## config.mk

```make
export PLATFORM = sky130hd
export DESIGN_NAME = logic_unit_seq_flat
export DESIGN_NICKNAME = d
export VERILOG_FILES = /design/src/rtl/logic_unit_pkg.sv /design/src/rtl/logic_unit_seq_if.sv /design/src/rtl/logic_slice.sv /design/src/rtl/logic_unit_seq.sv /design/src/flat_wrapper.sv
export SDC_FILE = /design/constraint.sdc
export NUM_CORES = 1
export LEC_CHECK = 0
export BUFFER_PORTS_ARGS = -buffer_cell sky130_fd_sc_hd__buf_2
export CAP_MARGIN = 0
export CELL_PAD_IN_SITES_DETAIL_PLACEMENT = 1
export CELL_PAD_IN_SITES_GLOBAL_PLACEMENT = 2
export CORE_ASPECT_RATIO = 0.75
export CORE_MARGIN = 2
export CORE_UTILIZATION = 30
export CTS_BUF_LIST = sky130_fd_sc_hd__clkbuf_4
export DETAILED_ROUTE_END_ITERATION = 7
export GPL_TIMING_DRIVEN = 0
export PLACE_DENSITY = 0.81
export SLEW_MARGIN = 20
export SYNTH_ARGS = -nofsm -noshare
export SYNTH_HDL_FRONTEND = slang
export SYNTH_SLANG_ARGS = --single-unit
```

## constraint.sdc

```tcl
create_clock -name clk -period 2.11 [get_ports clk]
set_input_delay 0.3165 -clock clk [delete_from_list [all_inputs] [get_ports clk]]
set_output_delay 0.3165 -clock clk [all_outputs]
set_load 0.02 [all_outputs]
```

## src/rtl/logic_unit_pkg.sv

```systemverilog
// Shared definitions for the sequential logic unit: op codes, FSM states
// and a helper that flags the reserved op codes.
package logic_unit_pkg;

  localparam logic [2:0] OP_AND  = 3'b000;
  localparam logic [2:0] OP_OR   = 3'b001;
  localparam logic [2:0] OP_XOR  = 3'b010;
  localparam logic [2:0] OP_NOR  = 3'b011;
  localparam logic [2:0] OP_XNOR = 3'b100;
  localparam logic [2:0] OP_ANDN = 3'b101;

  typedef enum logic [1:0] {
    S_IDLE = 2'd0,
    S_RUN  = 2'd1,
    S_DONE = 2'd2
  } state_t;

  // Codes 110 and 111 have no operation behind them.
  function automatic logic is_reserved(input logic [2:0] op);
    return (op == 3'b110) || (op == 3'b111);
  endfunction

endpackage

```

## src/rtl/logic_unit_seq_if.sv

```systemverilog
// Request/result bundle between a sequencer (master) and the logic unit (slave).
//
// Handshake: the master raises start with op/a/b stable; the unit accepts it
// on any rising edge where it is not busy (IDLE or DONE). While busy=1 the
// start line is ignored and nothing is queued. done pulses for exactly one
// cycle when result/zero/parity/err become valid; those outputs then hold
// until the next accepted start.
interface logic_unit_seq_if #(
  parameter int WIDTH = 32
);
  logic             start;
  logic [2:0]       op;
  logic [WIDTH-1:0] a;
  logic [WIDTH-1:0] b;
  logic             busy;
  logic             done;
  logic [WIDTH-1:0] result;
  logic             zero;
  logic             parity;
  logic             err;

  modport master (
    output start, op, a, b,
    input  busy, done, result, zero, parity, err
  );

  modport slave (
    input  start, op, a, b,
    output busy, done, result, zero, parity, err
  );
endinterface

```

## src/rtl/logic_slice.sv

```systemverilog
// Combinational CHUNK-wide bitwise operation plus XOR reduction of its output.
// Reserved op codes produce an all-zero slice, so the assembled result is
// zero and contributes no parity.
module logic_slice
  import logic_unit_pkg::*;
#(
  parameter int CHUNK = 8
) (
  input  logic [CHUNK-1:0] a,
  input  logic [CHUNK-1:0] b,
  input  logic [2:0]       op,
  output logic [CHUNK-1:0] y,
  output logic             red_xor
);

  // Select the operation for this chunk and fold its bits for parity.
  always_comb begin
    y = '0;
    case (op)
      OP_AND:  y = a & b;
      OP_OR:   y = a | b;
      OP_XOR:  y = a ^ b;
      OP_NOR:  y = ~(a | b);
      OP_XNOR: y = ~(a ^ b);
      OP_ANDN: y = a & ~b;
      default: y = '0;
    endcase
    red_xor = ^y;
  end

endmodule

```

## src/rtl/logic_unit_seq.sv

```systemverilog
// Multi-cycle bitwise logic unit: operands are latched on an accepted start,
// processed CHUNK bits per clock from the low end, and the assembled word is
// copied into a separate output register only when the last chunk finishes,
// so the visible result never shows partial shift contents.
module logic_unit_seq
  import logic_unit_pkg::*;
#(
  parameter int WIDTH = 32,
  parameter int CHUNK = 8
) (
  input  logic                    clk,
  input  logic                    reset,
  logic_unit_seq_if.slave         bus,
  output state_t                  dbg_state
);

  localparam int NCHUNK = WIDTH / CHUNK;
  localparam int CW     = (NCHUNK > 1) ? $clog2(NCHUNK) : 1;
  localparam logic [CW-1:0] LAST = CW'(NCHUNK - 1);

  if (WIDTH % CHUNK != 0) begin : g_bad_width
    $fatal(1, "logic_unit_seq: WIDTH must be a multiple of CHUNK");
  end

  state_t           state_q, state_d;
  logic [CW-1:0]    cnt_q, cnt_d;
  logic [2:0]       op_q, op_d;
  logic [WIDTH-1:0] a_sh_q, a_sh_d;
  logic [WIDTH-1:0] b_sh_q, b_sh_d;
  logic [WIDTH-1:0] res_sh_q, res_sh_d;
  logic             par_acc_q, par_acc_d;
  logic [WIDTH-1:0] result_q, result_d;
  logic             zero_q, zero_d;
  logic             parity_q, parity_d;
  logic             err_q, err_d;

  logic [CHUNK-1:0] slice_y;
  logic             slice_red;
  logic [WIDTH-1:0] res_next;
  logic             accept;
  logic             busy;
  logic             done;

  logic_slice #(.CHUNK(CHUNK)) u_slice (
    .a       (a_sh_q[CHUNK-1:0]),
    .b       (b_sh_q[CHUNK-1:0]),
    .op      (op_q),
    .y       (slice_y),
    .red_xor (slice_red)
  );

  // Shift the finished chunk in at the top; after NCHUNK steps the first
  // chunk has reached bit 0. Written with shifts so CHUNK == WIDTH works.
  assign res_next = (res_sh_q >> CHUNK) | (WIDTH'(slice_y) << (WIDTH - CHUNK));

  // Next-state, datapath updates and handshake outputs.
  always_comb begin
    state_d   = state_q;
    cnt_d     = cnt_q;
    op_d      = op_q;
    a_sh_d    = a_sh_q;
    b_sh_d    = b_sh_q;
    res_sh_d  = res_sh_q;
    par_acc_d = par_acc_q;
    result_d  = result_q;
    zero_d    = zero_q;
    parity_d  = parity_q;
    err_d     = err_q;
    busy      = 1'b0;
    done      = 1'b0;
    accept    = 1'b0;

    case (state_q)
      S_IDLE: begin
        accept = bus.start;
      end
      S_RUN: begin
        busy      = 1'b1;
        a_sh_d    = a_sh_q >> CHUNK;
        b_sh_d    = b_sh_q >> CHUNK;
        res_sh_d  = res_next;
        par_acc_d = par_acc_q ^ slice_red;
        cnt_d     = cnt_q + CW'(1);
        if (cnt_q == LAST) begin
          state_d  = S_DONE;
          result_d = res_next;
          zero_d   = ~|res_next;
          parity_d = par_acc_q ^ slice_red;
          err_d    = is_reserved(op_q);
        end
      end
      S_DONE: begin
        done    = 1'b1;
        accept  = bus.start;
        state_d = S_IDLE;
      end
      default: begin
        state_d = S_IDLE;
      end
    endcase

    // An accepted start loads fresh operands; result and flags keep their
    // old values until the new operation completes.
    if (accept) begin
      state_d   = S_RUN;
      op_d      = bus.op;
      a_sh_d    = bus.a;
      b_sh_d    = bus.b;
      res_sh_d  = '0;
      cnt_d     = '0;
      par_acc_d = 1'b0;
    end
  end

  // State and datapath registers with synchronous reset.
  always_ff @(posedge clk) begin
    if (reset) begin
      state_q   <= S_IDLE;
      cnt_q     <= '0;
      op_q      <= '0;
      a_sh_q    <= '0;
      b_sh_q    <= '0;
      res_sh_q  <= '0;
      par_acc_q <= 1'b0;
      result_q  <= '0;
      zero_q    <= 1'b0;
      parity_q  <= 1'b0;
      err_q     <= 1'b0;
    end else begin
      state_q   <= state_d;
      cnt_q     <= cnt_d;
      op_q      <= op_d;
      a_sh_q    <= a_sh_d;
      b_sh_q    <= b_sh_d;
      res_sh_q  <= res_sh_d;
      par_acc_q <= par_acc_d;
      result_q  <= result_d;
      zero_q    <= zero_d;
      parity_q  <= parity_d;
      err_q     <= err_d;
    end
  end

  assign bus.busy   = busy;
  assign bus.done   = done;
  assign bus.result = result_q;
  assign bus.zero   = zero_q;
  assign bus.parity = parity_q;
  assign bus.err    = err_q;
  assign dbg_state  = state_q;

endmodule

```

## src/flat_wrapper.sv

```systemverilog
// flat-port wrapper written by rule: the top's interface ports become plain ports
module logic_unit_seq_flat import logic_unit_pkg::*;
#(
  parameter int WIDTH = 32,
  parameter int CHUNK = 8
)
  (clk, reset, dbg_state, bus_start, bus_op, bus_a, bus_b, bus_busy, bus_done, bus_result, bus_zero, bus_parity, bus_err);
  logic_unit_seq_if #(.WIDTH(WIDTH)) bus_i ();
  input  logic clk;
  input  logic reset;
  output state_t dbg_state;
  input wire logic [$bits(bus_i.start)-1:0] bus_start;
  input wire logic [$bits(bus_i.op)-1:0] bus_op;
  input wire logic [$bits(bus_i.a)-1:0] bus_a;
  input wire logic [$bits(bus_i.b)-1:0] bus_b;
  output wire logic [$bits(bus_i.busy)-1:0] bus_busy;
  output wire logic [$bits(bus_i.done)-1:0] bus_done;
  output wire logic [$bits(bus_i.result)-1:0] bus_result;
  output wire logic [$bits(bus_i.zero)-1:0] bus_zero;
  output wire logic [$bits(bus_i.parity)-1:0] bus_parity;
  output wire logic [$bits(bus_i.err)-1:0] bus_err;
  assign bus_i.start = bus_start;
  assign bus_i.op = bus_op;
  assign bus_i.a = bus_a;
  assign bus_i.b = bus_b;
  assign bus_busy = bus_i.busy;
  assign bus_done = bus_i.done;
  assign bus_result = bus_i.result;
  assign bus_zero = bus_i.zero;
  assign bus_parity = bus_i.parity;
  assign bus_err = bus_i.err;
  logic_unit_seq #(.WIDTH(WIDTH), .CHUNK(CHUNK)) u_core (.clk(clk), .reset(reset), .bus(bus_i), .dbg_state(dbg_state));
endmodule
```

After elaboration in Yosys (flattened, before gate mapping)
Cells that the tools add are included.
{"block": "classes", "n_addsub": 1, "n_reduce_logical": 12, "bitwise_logic": 10, "n_eq_ne": 13, "n_mux": 11}
{"cell": "32-bit two-way mux", "count": 4}
{"cell": "8-bit case mux with 6 select lines", "count": 1}
{"cell": "24-bit by 32-bit OR with 32-bit output", "count": 1}
{"cell": "32-bit OR reduction", "count": 1}
{"cell": "8-bit NOT", "count": 3}
{"cell": "8-bit bitwise AND", "count": 2}
{"cell": "3-bit equality test, second input constant", "count": 4}
{"cell": "8-bit OR", "count": 1}
{"cell": "8-bit XOR reduction", "count": 1}
{"cell": "8-bit bitwise XOR", "count": 1}
{"cell": "3-bit by 2-bit equality test with 1-bit output, second input constant", "count": 2}
{"cell": "2-bit AND reduction", "count": 3}
{"cell": "2-bit equality test, second input constant", "count": 2}
{"cell": "1-bit two-way mux", "count": 4}
{"cell": "2-bit by 1-bit != test with 1-bit output, second input constant", "count": 2}
{"cell": "2-bit case mux with 2 select lines", "count": 1}
{"cell": "2-bit OR reduction", "count": 2}
{"cell": "3-bit by 1-bit equality test with 1-bit output, second input constant", "count": 1}
{"cell": "3-bit zero test", "count": 1}
{"cell": "3-bit by 1-bit != test with 1-bit output, second input constant", "count": 1}
{"cell": "2-bit by 1-bit adder with 2-bit output, second input constant", "count": 1}
{"cell": "2-bit by 1-bit equality test with 1-bit output, second input constant", "count": 1}
{"cell": "2-bit zero test", "count": 1}
{"cell": "2-bit two-way mux", "count": 1}
{"cell": "5 further kinds", "count": 5}
{"block": "word_totals", "regBits": 139, "output_inout_bits": 39, "inputBits": 70}

Longest topological paths before layout
Gate-level depths: netlist of the first run.
{"block": "depth", "depth_word": 6, "ltp_mapped": 10, "ltp_nobuf": 10}

Cells and area by module
A second synthesis of the first run with hierarchy kept.
{"block": "hier_totals", "cells_unflattened": 713, "area_unflattened_um2": 5760.5}
{"module": "logic_unit_seq", "cells_each": 591, "seq_area_each_um2": 2622.5, "instances": 1, "area_each_um2": 4822.1}
{"module": "logic_slice", "cells_each": 122, "seq_area_each_um2": 0.0, "instances": 1, "area_each_um2": 938.4}

Worst setup path before layout of the first run
Ideal clock, no wire load.
{"block": "synth_path", "path_kind": "register to register", "startpoint": "register u_core.op_q[0]", "endpoint": "register u_core.parity_q (netlist: u_core.bus.parity)", "arrival_ns": 2.273, "stages_incl_launch_ff": 11, "setup_slack_ns": -0.225, "path_buffers": 2, "setup_ns": 0.063, "period_less_slack_ns": 2.335, "cell_sequence": "dfxtp_1 -> buf_6 -> buf_8 -> or3b_1 -> a211oi_2 -> nor3_2 -> ha_1 -> xnor2_1 -> xnor2_1 -> or4_1 -> nand3_1"}
{"block": "synth_between", "elab_chain_len": 4}
{"element": "start, declared", "line": "logic_unit_seq.sv:27", "source": "logic [2:0] op_q, op_d;"}
{"element": "start signal, assigned", "line": "logic_unit_seq.sv:132", "source": "op_q <= op_d;"}
{"element": "3-bit equality test (tied with other cells)", "line": "logic_slice.sv:19", "source": "case (op)"}
{"element": "8-bit case mux with 6 select lines *", "line": "logic_slice.sv:19"}
{"element": "8-bit XOR reduction *", "line": "logic_slice.sv:28", "source": "red_xor = ^y;"}
{"element": "1-bit bitwise XOR *", "line": "logic_unit_seq.sv:88", "source": "parity_d = par_acc_q ^ slice_red;"}
{"element": "end signal, assigned", "line": "logic_unit_seq.sv:139", "source": "parity_q <= parity_d;"}
{"element": "end, declared", "line": "logic_unit_seq.sv:34", "source": "logic parity_q, parity_d;"}
Every way passes the cells marked *; elsewhere a longest branch is shown, timed or not.
A chain may end at the register's enable or synchronous reset.

Worst setup path after layout of the first run
{"block": "layout_path", "startpoint": "register u_core.op_q[0]", "endpoint": "register u_core.result_q[26] (netlist: u_core.bus.result[26])"}
{"block": "layout_between", "elab_chain_len": 3}
{"element": "3-bit equality test (tied with other cells)", "line": "logic_slice.sv:19"}
{"element": "8-bit case mux with 6 select lines *", "line": "logic_slice.sv:19"}
{"element": "24-bit by 32-bit OR with 32-bit output *", "line": "logic_unit_seq.sv:54", "source": "assign res_next = (res_sh_q >> CHUNK) | (WIDTH'(slice_y) << (WIDTH - CHUNK));"}
{"element": "end signal, assigned", "line": "logic_unit_seq.sv:137", "source": "result_q <= result_d;"}
{"element": "end, declared", "line": "logic_unit_seq.sv:32", "source": "logic [WIDTH-1:0] result_q, result_d;"}
Marked as above.

==> results.py, run 1 <==
metrics = {
    "sta": {
        "setup_ws_ns": -0.3452,
        "period_needed_ns": 2.455,
        "hold_viol_final": 0,
        "fmax_mhz": 407.3,
        "rsz0062_at_grt": "yes",
        "worstMarginPinSlew_ns": 0.7607,
        "finalCritPeriodShare": 1.164,
        "slew_headroom": 0.4929,
        "final-setup-viol-count": 5,
        "finClkSkew_ns": 0.02555,
        "final_max_slew_viol_count": 0,
    },
    "drt": {
        "routed_via_density": 4.944,
        "drt_pass1_iterations": 4,
        "route.detailed.drc": 0,
        "avgRoutedWirePerCell_um": 17.34,
        "wirelength_um": 19370,
        "postRouteAntennaNets": 0,
        "num_vias": 5523,
        "first_iter_violations": 294,
    },
    "synth": {
        "yosys_register_bits": 131,
        "synthFlopType": "dfxtp_1",
        "syn_area_per_cell_sq_um": 8.214,
        "async_flop_share": 0,
        "synthTopCellsByArea": "dfxtp_1, nand2_1, a21oi_1",
        "synth-edff-count": 0,
        "yosys.area.top_type": "dfxtp_1",
        "synth_cell_types": 39,
        "synth.most_common_cell": "nand2_1",
        "synth_seq_area_share": 0.4682,
        "yosys-top-cells-count": "nand2_1, dfxtp_1, a21oi_1",
        "synth_cells": 682,
        "synthesis.area_sq_um": 5602,
        "netlist.area_leader.share": 0.4682,
        "ys_warn_count": 0,
        "syn-num-nets": 765,
    },
    "final_layout": {
        "final_cell_area_sq_um": 7390,
        "fin_nets": 940,
        "drive_above_1_share": 0.2923,
        "synthToLayoutAreaGrowth_pct": 31.92,
    },
    "grt": {
        "antenna_found_initial": 2,
        "grt_overflow": 0,
        "grt_pass1_vias": 5687,
        "grt.total_usage": 0.2021,
        "grt_start_max_net_pins": 18,
        "grt_pass1_wl_um": 30770,
    },
    "hold_path": {
        "hold_class": "input port to register",
    },
    "setup_path": {
        "crit_arrival_ns": 2.93,
        "r2r_setup_slack_ns": -0.35,
        "critical_path_class": "register to register",
        "reg2regPathDepth": 14,
        "worstSetupStartpointType": "register",
        "required_ns": 2.59,
        "path_max_fanout": 10,
        "endpoint": "u_core.bus.result[26]$_SDFFE_PP0P_",
        "crit_start": "u_core.op_q[0]$_SDFFE_PP0P_",
        "r2r_start": "u_core.op_q[0]$_SDFFE_PP0P_",
        "rr_endpoint": "u_core.bus.result[26]$_SDFFE_PP0P_",
        "cp-end-kind": "register",
    },
    "placed_design": {
        "preCtsSetupSlack_ns": -0.4212,
        "place_hpwl_um": 13700,
        "numPortBuffers": 108,
        "finalWeightedCongestion": 0.8001,
        "dpl_cell_area_sq_um": 6510,
    },
    "cts": {
        "cts_buffers": 17,
        "cts-root-buf": "clkbuf_4",
        "clock_path_buffers": 2,
        "cts_htree_levels": 4,
        "worst_skew_pair.late_latency_ns": 0.57,
        "cts_sinks": 131,
        "clkSlewWorstSetupHoldPaths_ns": 0.12,
        "cts_tree": "done",
    },
    "job": {
        "drv_cap": 0,
    },
    "outcome": {
        "status": "finished, violations left",
        "violations": "negative setup slack",
    },
    "floorplan": {
        "start_util": 0.3044,
        "io-pin-count": 109,
        "dieHeight_um": 122.3,
        "die_w_um": 161.8,
        "die_area_sq_um": 19790,
        "core_area_sq_um": 18400,
        "row_count": 43,
    },
    "power": {
        "power.density_nw_per_um2": 765.1,
        "peakVddDrop_v": 0.0002590,
        "power.leakage_uw": 0.002840,
    },
}
[how the worst min path moves through the flow]
| stage | startpoint | to | cells past startpoint |
|---|---|---|---|
| global route | bus_b[16] | u_core.b_sh_q[16]$_SDFFE_PP0P_ | 3 |
| CTS | bus_a[21] | u_core.a_sh_q[21]$_SDFFE_PP0P_ | 3 |
| floorplan | u_core.a_sh_q[6]$_SDFFE_PP0P_ | u_core.a_sh_q[6]$_SDFFE_PP0P_ | 2 |
| finish | bus_a[21] | u_core.a_sh_q[21]$_SDFFE_PP0P_ | 3 |
| global placement | u_core.bus.err$_SDFFE_PP0P_ | u_core.bus.err$_SDFFE_PP0P_ | 2 |
| detailed placement | u_core.bus.result[20]$_SDFFE_PP0P_ | u_core.bus.result[20]$_SDFFE_PP0P_ | 2 |
[worst max-delay path, cell delays in order, from the launching register on]
cell      delay, ns
dfxtp_2        0.34
buf_6          0.14
or3b_1         0.39
clkbuf_8       0.18
nor2_2         0.10
nor3_2         0.06
buf_4          0.14
buf_4          0.12
buf_4          0.13
buf_4          0.13
buf_4          0.12
buf_4          0.12
buf_4          0.12
buf_4          0.13
a211oi_2       0.15
[cell families after synthesis]
kind of cell             Yosys count  share of synthesized area
buffers and inverters             74                    0.05852
AND/OR/NAND/NOR                  276                     0.2155
AO/OA/AOI/OAI                    176                     0.2100
flip-flops                       131                     0.4682
XOR/XNOR                          12                    0.01876
adder cells (fa/ha/maj)           13                    0.02904
[cell type report]
| type | count | area (sq um) |
|---|---|---|
| timing repair buffer | 158 | 978.4 |
| multi-input combinational | 477 | 2800 |
| tap | 247 | 309.0 |
| fill | 2263 | 11010 |
| antenna | 1 | 2.502 |
| sequential | 131 | 2645 |
| buffer | 55 | 291.5 |
| inverter | 17 | 66.31 |
| clock buffer | 18 | 135.1 |
| clock inverter | 13 | 161.4 |
[metal layers]
metal	global-route usage	routed length, um	part of all wire
met3	0.03785	668	0.034
met2	0.3138	8255	0.43
met1	0.2901	10220	0.53
met4	0.04923	227	0.012
met5	0	0	0
[timing repair]
item / 4_1_cts / 5_1_grt
hold endpoints to repair: 20 / 0
setup buffers: 26 / 4
pin swaps: 18 / 1
endpoints found under the setup margin: 4 / 6
gates resized for setup: 34 / 12
hold buffers: 20 / 0
[registers in the layout, summed over array words and instances, names as in the netlist]
| name | cells |
|---|---|
| u_core.a_sh_q | 32 |
| u_core.b_sh_q | 32 |
| u_core.bus.result | 32 |
| u_core.res_sh_q | 24 |
| u_core.op_q | 3 |
| u_core.cnt_q | 2 |
| u_core.dbg_state | 2 |
| u_core.bus.err | 1 |
| u_core.bus.parity | 1 |
| u_core.bus.zero | 1 |
| u_core.par_acc_q | 1 |
[stage by stage]
stage / instances / power, uW / hold WS, ns / setup TNS, ns / util
floorplan: 682 / 3268 / 0.4363 / -0.2286 / -
global placement: 1037 / 3563 / 0.4417 / -1.085 / 0.3538
detailed placement: 1037 / 3576 / 0.4458 / -1.105 / 0.3538
CTS: 1112 / 5613 / 0.001959 / -1.100 / 0.3977
global route: 1117 / 5914 / 0.006270 / -1.836 / 0.4016
finish: 1117 / 5654 / 0.02675 / -1.442 / 0.4016
[report_power, final]
part           switching (uW)  internal (uW)  total (uW)
combinational             609            518        1130
sequential               84.5           2590        2680
clock                    1020            826        1850
[cells in the final DEF, fill, tap and decap left out, types with 5 or more instances in the layout]
cell	n
nor3_2	8
nand3b_1	9
a211oi_1	6
or3b_4	7
dlygate4sd3_1	20
nor2_1	53
clkbuf_1	30
clkbuf_4	18
nor2_2	5
nor4_1	5
a311oi_1	16
a22oi_1	29
a21oi_1	77
o22ai_1	22
inv_1	14
nor3_1	8
dfxtp_2	9
nand2_1	161
ha_1	8
a211oi_2	16
xor2_1	8
buf_4	32
dfxtp_1	119
buf_2	121
o21ai_0	9
No activity file was read; power rests on OpenSTA's default activity.
==> run 2: changes to the inputs <==
Settings changed: CELL_PAD_IN_SITES_DETAIL_PLACEMENT 1 to not set, CELL_PAD_IN_SITES_GLOBAL_PLACEMENT 2 to not set, CORE_UTILIZATION 30 to 49, PLACE_DENSITY 0.81 to 0.78, SLEW_MARGIN 20 to not set.
==> results.py, run 2 (synthesis gave the netlist of run 1 again) <==
metrics = {
    "final_layout": {
        "mostFrequentLayoutCells": "nand2_1, buf_2, dfxtp_1",
        "antennaDiodeCount": 0,
        "n_fill_cell": 935,
        "drive_above_1_share": 0.2854,
        "synthToLayoutAreaGrowth_pct": 25.64,
        "final_common_cell": "nand2_1",
        "fin_nets": 911,
        "utilization": 0.6384,
    },
    "sta": {
        "finClkSkew_ns": 0.02269,
        "slew_headroom": 0.5360,
        "period_needed_ns": 2.458,
        "rsz0062_at_grt": "yes",
        "final-setup-viol-count": 3,
        "setup_ws_ns": -0.3480,
        "hold_viol_final": 0,
        "fmax_mhz": 406.8,
        "worstMarginPinSlew_ns": 0.6959,
        "final_max_slew_viol_count": 0,
        "finalCritPeriodShare": 1.165,
    },
    "cts": {
        "cts_htree_levels": 4,
        "cts-root-buf": "clkbuf_4",
        "cts_tree": "done",
        "clkSlewWorstSetupHoldPaths_ns": 0.11,
        "cts_sinks": 131,
        "worst_skew_pair.late_latency_ns": 0.54,
        "cts_buffers": 17,
        "clock_path_buffers": 2,
    },
    "grt": {
        "grt.total_usage": 0.2771,
        "grt_start_max_net_pins": 18,
        "antenna_found_initial": 0,
        "grt_pass1_vias": 5292,
        "grt_overflow": 0,
        "grt_pass1_wl_um": 26410,
    },
    "drt": {
        "drt_pass1_iterations": 5,
        "num_vias": 5637,
        "routed_via_density": 5.746,
        "first_iter_violations": 450,
        "wirelength_um": 16980,
        "postRouteAntennaNets": 0,
        "avgRoutedWirePerCell_um": 17.31,
        "route.detailed.drc": 0,
    },
    "floorplan": {
        "core_area_sq_um": 11020,
        "die_w_um": 127.5,
        "die_area_sq_um": 12310,
        "dieHeight_um": 96.60,
        "start_util": 0.5081,
        "row_count": 33,
        "io-pin-count": 109,
    },
    "outcome": {
        "status": "finished, violations left",
        "violations": "negative setup slack",
    },
    "hold_path": {
        "hold_class": "input port to register",
    },
    "power": {
        "power.leakage_uw": 0.002721,
        "peakVddDrop_v": 0.0006077,
        "p_int_uw": 3828,
        "switchingPower_uw": 1616,
        "comb_power_share": 0.183,
        "power.density_nw_per_um2": 773.5,
        "pwr-share-seq": 0.492,
        "p_clk_frac": 0.325,
        "netSwitchingFraction": 0.2968,
    },
    "placed_design": {
        "finalWeightedCongestion": 0.8680,
        "numPortBuffers": 108,
        "place_hpwl_um": 11990,
        "preCtsSetupSlack_ns": -0.4499,
    },
    "setup_path": {
        "cp-end-kind": "register",
        "critical_path_class": "register to register",
        "required_ns": 2.58,
        "worstSetupStartpointType": "register",
        "path_max_fanout": 10,
        "crit_arrival_ns": 2.93,
    },
    "job": {
        "drv_cap": 0,
    },
}
run 2: changes by cell type in the layout (fill, tap and decap cells not counted), sizes merged:
cell,delta
buf,-19
dlygate4sd3,-10
clkinv,+4
clkinvlp,-2
clkbuf,-1
diode,-1
run 2: path summary, 6_finish.rpt:
check,from,slack [ns],cells past startpoint,end
min reg2reg,u_core.bus.result[2]$_SDFFE_PP0P_,0.46,2,u_core.bus.result[2]$_SDFFE_PP0P_
max,u_core.op_q[0]$_SDFFE_PP0P_,-0.35,10,u_core.par_acc_q$_SDFFE_PP0P_
max reg2reg,u_core.op_q[0]$_SDFFE_PP0P_,-0.35,10,u_core.par_acc_q$_SDFFE_PP0P_
min,bus_b[31],0.04,3,u_core.b_sh_q[31]$_SDFFE_PP0P_
run 2: cell type report:
cell class                 instances  area [sq um]  area share
buffer                            55         286.5     0.04071
tap                              140         175.2     0.02489
clock inverter                    15         163.9     0.02329
inverter                          17         63.81    0.009067
clock buffer                      17         127.6     0.01813
sequential                       131          2646      0.3760
multi-input combinational        477          2848      0.4046
timing repair buffer             129         726.9      0.1033
run 2: power by group through the flow:
stage	combinational (uW)	sequential, uW	clock [uW]
after floorplan	570	2700	0
after global placement	781	2720	0
after detailed placement	816	2730	0
after CTS	902	2670	1770
after global routing	1080	2690	1880
final	999	2680	1770
run 2: timing repair:
item / 4_1_cts / 5_1_grt
setup endpoints to repair: 4 / 3
hold buffers: 7 / 3
resized for setup: 33 / 21
endpoints found under the hold margin: 7 / 3
pin swaps: 13 / 11
buffers inserted: 10 / 1
run 2: critical path: stages (launching register included):
cell,delay [ns]
dfxtp_2,0.34
buf_6,0.13
buf_8,0.14
or3b_4,0.38
a211oi_4,0.28
nor3_4,0.08
ha_4,0.23
xnor2_2,0.14
xnor2_2,0.16
or3_1,0.39
a21oi_2,0.13
run 2: through the flow:
stage                     hold WS (ns)  instance area, sq um  TNS [ns]  power, uW  instances
after floorplan                 0.4363                  5660   -0.2286       3268        682
after global placement          0.4413                  6376   -0.9039       3500        930
after detailed placement        0.4441                  6376    -1.199       3541        930
after CTS                     0.005916                  6925   -0.7524       5347        977
after global routing           0.01561                  7038   -0.9948       5648        981
final                          0.03587                  7038   -0.7882       5444        981
run 2: routing by layer:
layer	part of all wire	GRT usage	vias up	wire (um)
met5	0	0	-	0
met4	0.016	0.09524	0	269
met3	0.10	0.06938	31	1722
met2	0.44	0.4309	290	7469
met1	0.44	0.3790	2668	7521
li1	-	-	2648	-
